### src/rtl/bank_stream_reader_pkg.sv
// Shared definitions for the bank stream reader: FSM encoding, default
// widths and the prefetch FIFO entry layout {data, last}.
package bank_stream_reader_pkg;

  localparam int ADDR_WIDTH_DEF = 13;
  localparam int DATA_WIDTH_DEF = 8;

  typedef enum logic [1:0] {
    IDLE  = 2'd0,
    FETCH = 2'd1,
    DRAIN = 2'd2,
    FIN   = 2'd3
  } state_t;

  // FIFO entry carries the data word plus its last-beat tag in the LSB
  function automatic int entry_width(input int data_width);
    return data_width + 1;
  endfunction

endpackage

### src/rtl/bank_stream_reader_stream_fifo.sv
// Synchronous FIFO with registered pointers and an occupancy count.
// A simultaneous push and pop on a full FIFO is legal and keeps the count.
module stream_fifo #(
  parameter int WIDTH = 9,
  parameter int DEPTH = 4
) (
  input  logic                     clk,
  input  logic                     rst,
  input  logic                     push,
  input  logic [WIDTH-1:0]         push_data,
  input  logic                     pop,
  output logic [WIDTH-1:0]         pop_data,
  output logic [$clog2(DEPTH):0]   count,
  output logic                     empty
);

  localparam int PW = $clog2(DEPTH);
  localparam logic [PW:0] FULL_CNT = (PW+1)'(DEPTH);

  logic [WIDTH-1:0] mem [DEPTH];
  logic [PW-1:0]    wr_ptr;
  logic [PW-1:0]    rd_ptr;
  logic             full;
  logic             do_push;
  logic             do_pop;

  assign empty    = (count == '0);
  assign full     = (count == FULL_CNT);
  assign do_pop   = pop && !empty;
  assign do_push  = push && (!full || do_pop);
  assign pop_data = mem[rd_ptr];

  // Pointer and occupancy bookkeeping
  always_ff @(posedge clk) begin
    if (rst) begin
      wr_ptr <= '0;
      rd_ptr <= '0;
      count  <= '0;
    end else begin
      if (do_push) wr_ptr <= wr_ptr + 1'b1;
      if (do_pop)  rd_ptr <= rd_ptr + 1'b1;
      case ({do_push, do_pop})
        2'b10:   count <= count + 1'b1;
        2'b01:   count <= count - 1'b1;
        default: count <= count;
      endcase
    end
  end

  // Entry storage; contents are qualified by count so no reset is needed
  always_ff @(posedge clk) begin
    if (do_push) mem[wr_ptr] <= push_data;
  end

  // Credit logic upstream must never push into a full FIFO without a pop
  always_ff @(posedge clk) begin
    if (!rst) begin
      assert (!(push && full && !do_pop))
        else $error("stream_fifo: push into full FIFO");
    end
  end

endmodule

### src/rtl/bank_stream_reader.sv
// Read master for one feature-map bank: fetches a contiguous burst over a
// 1-cycle-latency read port and streams it out with valid/ready and a last
// marker. Reads are credit-limited so the prefetch FIFO never overflows.
module bank_stream_reader
  import bank_stream_reader_pkg::*;
#(
  parameter int ADDR_WIDTH = ADDR_WIDTH_DEF,
  parameter int DATA_WIDTH = DATA_WIDTH_DEF,
  parameter int FIFO_DEPTH = 4
) (
  input  logic                  clk,
  input  logic                  rst,
  input  logic                  start,
  input  logic [ADDR_WIDTH-1:0] base_addr,
  input  logic [ADDR_WIDTH:0]   length,
  output logic                  busy,
  output logic                  done,
  output logic                  mem_csen,
  output logic                  mem_rdena,
  output logic [ADDR_WIDTH-1:0] mem_addr,
  input  logic [DATA_WIDTH-1:0] mem_data,
  output logic                  m_valid,
  input  logic                  m_ready,
  output logic [DATA_WIDTH-1:0] m_data,
  output logic                  m_last
);

  localparam int EW = entry_width(DATA_WIDTH);
  localparam int CW = $clog2(FIFO_DEPTH) + 1;
  localparam logic [CW:0] DEPTH_V = (CW+1)'(FIFO_DEPTH);
  localparam logic [ADDR_WIDTH:0] ONE_LEFT = (ADDR_WIDTH+1)'(1);

  state_t                state;
  state_t                state_nx;
  logic [ADDR_WIDTH-1:0] addr_p0;
  logic [ADDR_WIDTH:0]   rem_cnt;
  logic                  vld_p1;
  logic                  last_p1;
  logic [CW-1:0]         fifo_count;
  logic                  fifo_empty;
  logic [EW-1:0]         head;
  logic [CW:0]           occupancy;
  logic                  credit_ok;
  logic                  start_ok;
  logic                  last_issue;
  logic                  pop;

  assign start_ok   = start && (state == IDLE);
  assign occupancy  = {1'b0, fifo_count} + {{CW{1'b0}}, vld_p1};
  assign credit_ok  = occupancy < DEPTH_V;
  assign last_issue = mem_rdena && (rem_cnt == ONE_LEFT);
  assign pop        = m_valid && m_ready;

  assign mem_csen = mem_rdena;
  assign mem_addr = mem_rdena ? addr_p0 : '0;
  assign m_valid  = !fifo_empty;
  assign m_data   = m_valid ? head[EW-1:1] : '0;
  assign m_last   = m_valid && head[0];

  // State register
  always_ff @(posedge clk) begin
    if (rst) state <= IDLE;
    else     state <= state_nx;
  end

  // Next-state logic
  always_comb begin
    state_nx = state;
    case (state)
      IDLE:    if (start) state_nx = (length == '0) ? FIN : FETCH;
      FETCH:   if (last_issue) state_nx = DRAIN;
      DRAIN:   if (pop && m_last) state_nx = FIN;
      FIN:     state_nx = IDLE;
      default: state_nx = IDLE;
    endcase
  end

  // Read issue: only in FETCH, only with FIFO credit and words left
  always_comb begin
    mem_rdena = 1'b0;
    if (state == FETCH && credit_ok && rem_cnt != '0) mem_rdena = 1'b1;
  end

  // --- stage p0: issue address and remaining-word count ---
  always_ff @(posedge clk) begin
    if (start_ok)       addr_p0 <= base_addr;
    else if (mem_rdena) addr_p0 <= addr_p0 + 1'b1;
  end

  // Remaining issues gate the read enable, so it is reset with control
  always_ff @(posedge clk) begin
    if (rst)            rem_cnt <= '0;
    else if (start_ok)  rem_cnt <= length;
    else if (mem_rdena) rem_cnt <= rem_cnt - 1'b1;
  end

  // --- stage p1: read in flight, data lands on mem_data this cycle ---
  always_ff @(posedge clk) begin
    if (rst) begin
      vld_p1  <= 1'b0;
      last_p1 <= 1'b0;
    end else begin
      vld_p1  <= mem_rdena;
      last_p1 <= last_issue;
    end
  end

  // Busy spans accepted start through the done pulse; done follows FIN
  always_ff @(posedge clk) begin
    if (rst) begin
      busy <= 1'b0;
      done <= 1'b0;
    end else begin
      done <= (state == FIN);
      if (start_ok)  busy <= 1'b1;
      else if (done) busy <= 1'b0;
    end
  end

  stream_fifo #(
    .WIDTH (EW),
    .DEPTH (FIFO_DEPTH)
  ) u_fifo (
    .clk       (clk),
    .rst       (rst),
    .push      (vld_p1),
    .push_data ({mem_data, last_p1}),
    .pop       (pop),
    .pop_data  (head),
    .count     (fifo_count),
    .empty     (fifo_empty)
  );

endmodule

### config.mk
export PLATFORM = sky130hd
export DESIGN_NAME = bank_stream_reader
export DESIGN_NICKNAME = d
export VERILOG_FILES = /design/src/rtl/bank_stream_reader_pkg.sv /design/src/rtl/bank_stream_reader_stream_fifo.sv /design/src/rtl/bank_stream_reader.sv
export SDC_FILE = /design/constraint.sdc
export NUM_CORES = 1
export LEC_CHECK = 0
export ABC_AREA = 1
export CORE_MARGIN = 3
export CORE_UTILIZATION = 30
export DETAILED_ROUTE_END_ITERATION = 10
export SLEW_MARGIN = 15
export SYNTH_ARGS = -nofsm -noshare
export SYNTH_HDL_FRONTEND = slang
export SYNTH_SLANG_ARGS = --single-unit
export TNS_END_PERCENT = 30
### constraint.sdc
create_clock -name clk -period 3.4 [get_ports clk]
set_input_delay 0.34 -clock clk [delete_from_list [all_inputs] [get_ports clk]]
set_output_delay 0.34 -clock clk [all_outputs]
set_load 0.02 [all_outputs]
==> results_dict.tcl <==
set metrics [dict create \
    outcome "complete, no violations" \
    cts_tree "yes" \
    drcViolationCount 0 \
    synth_xor_area_share_pct 2.157 \
    p_sw_share_pct 41.27 \
    synth_top_flop_cell "edfxtp_1" \
    grt_pass1_wl_um 15120 \
    via_count 3388 \
    tightest_slew_ps 817.1 \
    avgSynthCellArea_um2 8.202 \
    start_kind "flop" \
    cp_slowest_cell "dfxtp_1" \
    p_seq_share_pct 33.5 \
    synth.ff_latch_count 78 \
    max_freq_ghz 0.3840 \
    relSlewSlack_pct 45.33 \
    nets 613 \
    critPathKind "reg2out" \
    synth-simple-area-share_pct 24.41 \
    start_util_pct 31.41 \
    syn_inst 495 \
    io_pins 66 \
    cts-root-buf "clkbuf_16" \
    cp_max_fo 19 \
    grt_usage_pct 12.65 \
    dieWidth_um 122.3 \
    path_clk_slew_ps 60 \
    syn_nets 548 \
    synth_edf_count 49 \
    p_per_area_nw_per_um2 861.2 \
    p_leak_nw 2.074 \
    diodes 0 \
    post_cts_buffers 0 \
    clock_latency_ps 330 \
    drv_slew 0 \
    antenna_found_initial 0 \
    internal_power_w 0.002619 \
    port_buffers 65 \
    postRouteAntennaNets 0 \
    critical_path_required_ps 3060 \
    slowest_delay_ps 680 \
    finalCriticalPeriod_ps 2604 \
    gp_congestion 0.8266 \
    switching_power_w 0.001840 \
    layout_commonest_cell "nor2_1" \
    cts_resized 0 \
    core.rowCount 41 \
    synthToLayoutAreaGrowth_pct 27.52 \
    firstDrtPassIters 4 \
    ys_seq_area_share_pct 50.54 \
    async_reset_ff_share_pct 0 \
    core_area_um2 12930 \
    die-area_um2 14970 \
    critPathTopFamily "buffers and inverters" \
    yosys_warnings 0 \
    grt_pass1_vias 3213 \
    worstPathCellList "inv_2 > nand2_1 > nand3_1 > a21oi_1 > clkdlybuf4s50_1" \
    setup_viol 0 \
    clock_skew_ps 5.686 \
    arrival_ps 2260 \
    yosys-mux-area-fraction_pct 0 \
    synth.distinct_cells 34 \
    rsz0062_at_grt "false" \
    die_y_um 122.3 \
    cts.sinks 78 \
    wl_per_cell_um 12.38 \
    syn-cell-area_um2 4060 \
    synth_fa_ha_area_share_pct 4.499 \
    p_comb_share_pct 44.7 \
    period_share_pct 76.59 \
    clockPowerShare_pct 21.9 \
    setup_tns_ps 0 \
    synth_compound_area_share_pct 10.60 \
    ir_drop_mv 0.3089 \
    grt-ovfl-total 0 \
    instances_no_fill 737 \
    final_hold_viol_count 0 \
    worst-path-buf-inv 2 \
    clock_tree.buffer_depth 2 \
    grt_max_degree 28 \
    hpwlAfterDp_um 6764 \
    drt_iter0_drc 262 \
    htree_levels 3 \
    placed_cells 721 \
    drv_cap 0 \
    vias_per_cell 4.597 \
    numCtsBuffers 9 \
    synth_top_family_by_area "simple AND/OR/NAND/NOR gates" \
    drt-total-wl_um 9123 \
    final_cell_mix "100 x nor2_1, 86 x nand2_1, 65 x clkdlybuf4s50_1" \
    holdBufCountCts 0 \
    drive_above_1_share_pct 5.841 \
    hp-class "reg2reg" \
    crit_path_end_kind "output port" \
]
-- power groups by stage --
stage / clock network [W] / logic [W] / registers (W)
2_1_floorplan: 0 / 0.00143 / 0.00144
3_3_place_gp: 0 / 0.00197 / 0.00150
3_5_place_dp: 0 / 0.00200 / 0.00151
4_1_cts: 0.00100 / 0.00201 / 0.00149
5_1_grt: 0.00104 / 0.00225 / 0.00153
6_report: 0.000975 / 0.00199 / 0.00149
-- path summary, 6_finish.rpt --
kind,start,to,slack [ps],cells after the start
setup reg to reg,flop,state[1],1500,10
hold / removal,u_fifo.rd_ptr[1],flop,470,2
setup / recovery,flop,m_last,800,5
hold reg to reg,u_fifo.rd_ptr[1],flop,470,2
-- per-layer routing --
layer | track usage [%] | up-vias | share of wire, %
met2 | 20.06 | 97 | 46
met3 | 3.825 | 8 | 6.4
met5 | 0 | - | 0
met4 | 3.219 | 0 | 0.90
li1 | - | 1745 | -
met1 | 16.94 | 1538 | 47
-- flip-flops by register name (all words and copies together) (netlist names), named ones only --
signal and cells:
addr_p0 13, rem_cnt 14, busy 1, state 2, done 1, last_p1 1
u_fifo.mem 36, u_fifo.rd_ptr 2, vld_p1 1, u_fifo.wr_ptr 2, u_fifo.count 3
-- tightest hold or removal path, cell delays in order (launching register included) --
cell     delay (ps)
dfxtp_1         290
inv_1            60
a21oi_1          70
-- Yosys cell counts (3+ instances only) --
| cell | instances | share of area, % |
|---|---|---|
| ha_1 | 13 | 4.0 |
| o21ai_1 | 5 | 0.62 |
| xor2_1 | 8 | 1.7 |
| inv_2 | 4 | 0.37 |
| buf_4 | 3 | 0.55 |
| nor3_1 | 5 | 0.62 |
| nand3_1 | 23 | 2.8 |
| a31oi_1 | 6 | 0.92 |
| nand2_1 | 86 | 8.0 |
| dfxtp_1 | 29 | 14 |
| a21oi_1 | 25 | 3.1 |
| inv_1 | 61 | 5.6 |
| nor2_1 | 100 | 9.2 |
| o21ai_0 | 37 | 4.6 |
| nor2_2 | 3 | 0.46 |
| clkbuf_1 | 8 | 0.74 |
| edfxtp_1 | 49 | 36 |
| nand4_1 | 6 | 0.92 |
| o22ai_1 | 3 | 0.46 |
-- kinds of logic after synthesis --
family / Yosys count
buffers and inverters: 79
AOI/OAI and AO/OA: 81
xor gates and xnor gates: 10
adders and majority gates: 14
and+or+nand+nor: 233
DFF: 78
-- metrics by stage --
stage	util [%]	worst slack (ps)	instance area (um2)	total power, W	hold slack, ps
4_1_cts	40.05	773.6	5177	0.004505	472.3
2_1_floorplan	-	1526	4060	0.002871	420.0
3_5_place_dp	37.69	1128	4872	0.003512	465.4
3_3_place_gp	37.69	1158	4872	0.003469	452.4
5_1_grt	40.05	605.3	5177	0.004825	487.4
6_report	40.05	796.0	5177	0.004459	467.0
-- area by class of cell --
type,count,area [um2]
Clock buffer,9,225.2
Fill cell,1310,7750
Sequential cell,78,2052
Tap cell,172,215.2
Inverter,66,247.7
Timing Repair Buffer,67,665.6
Clock inverter,7,80.08
Multi-Input combinational cell,338,1692
Power figures use the tool's default switching activity.
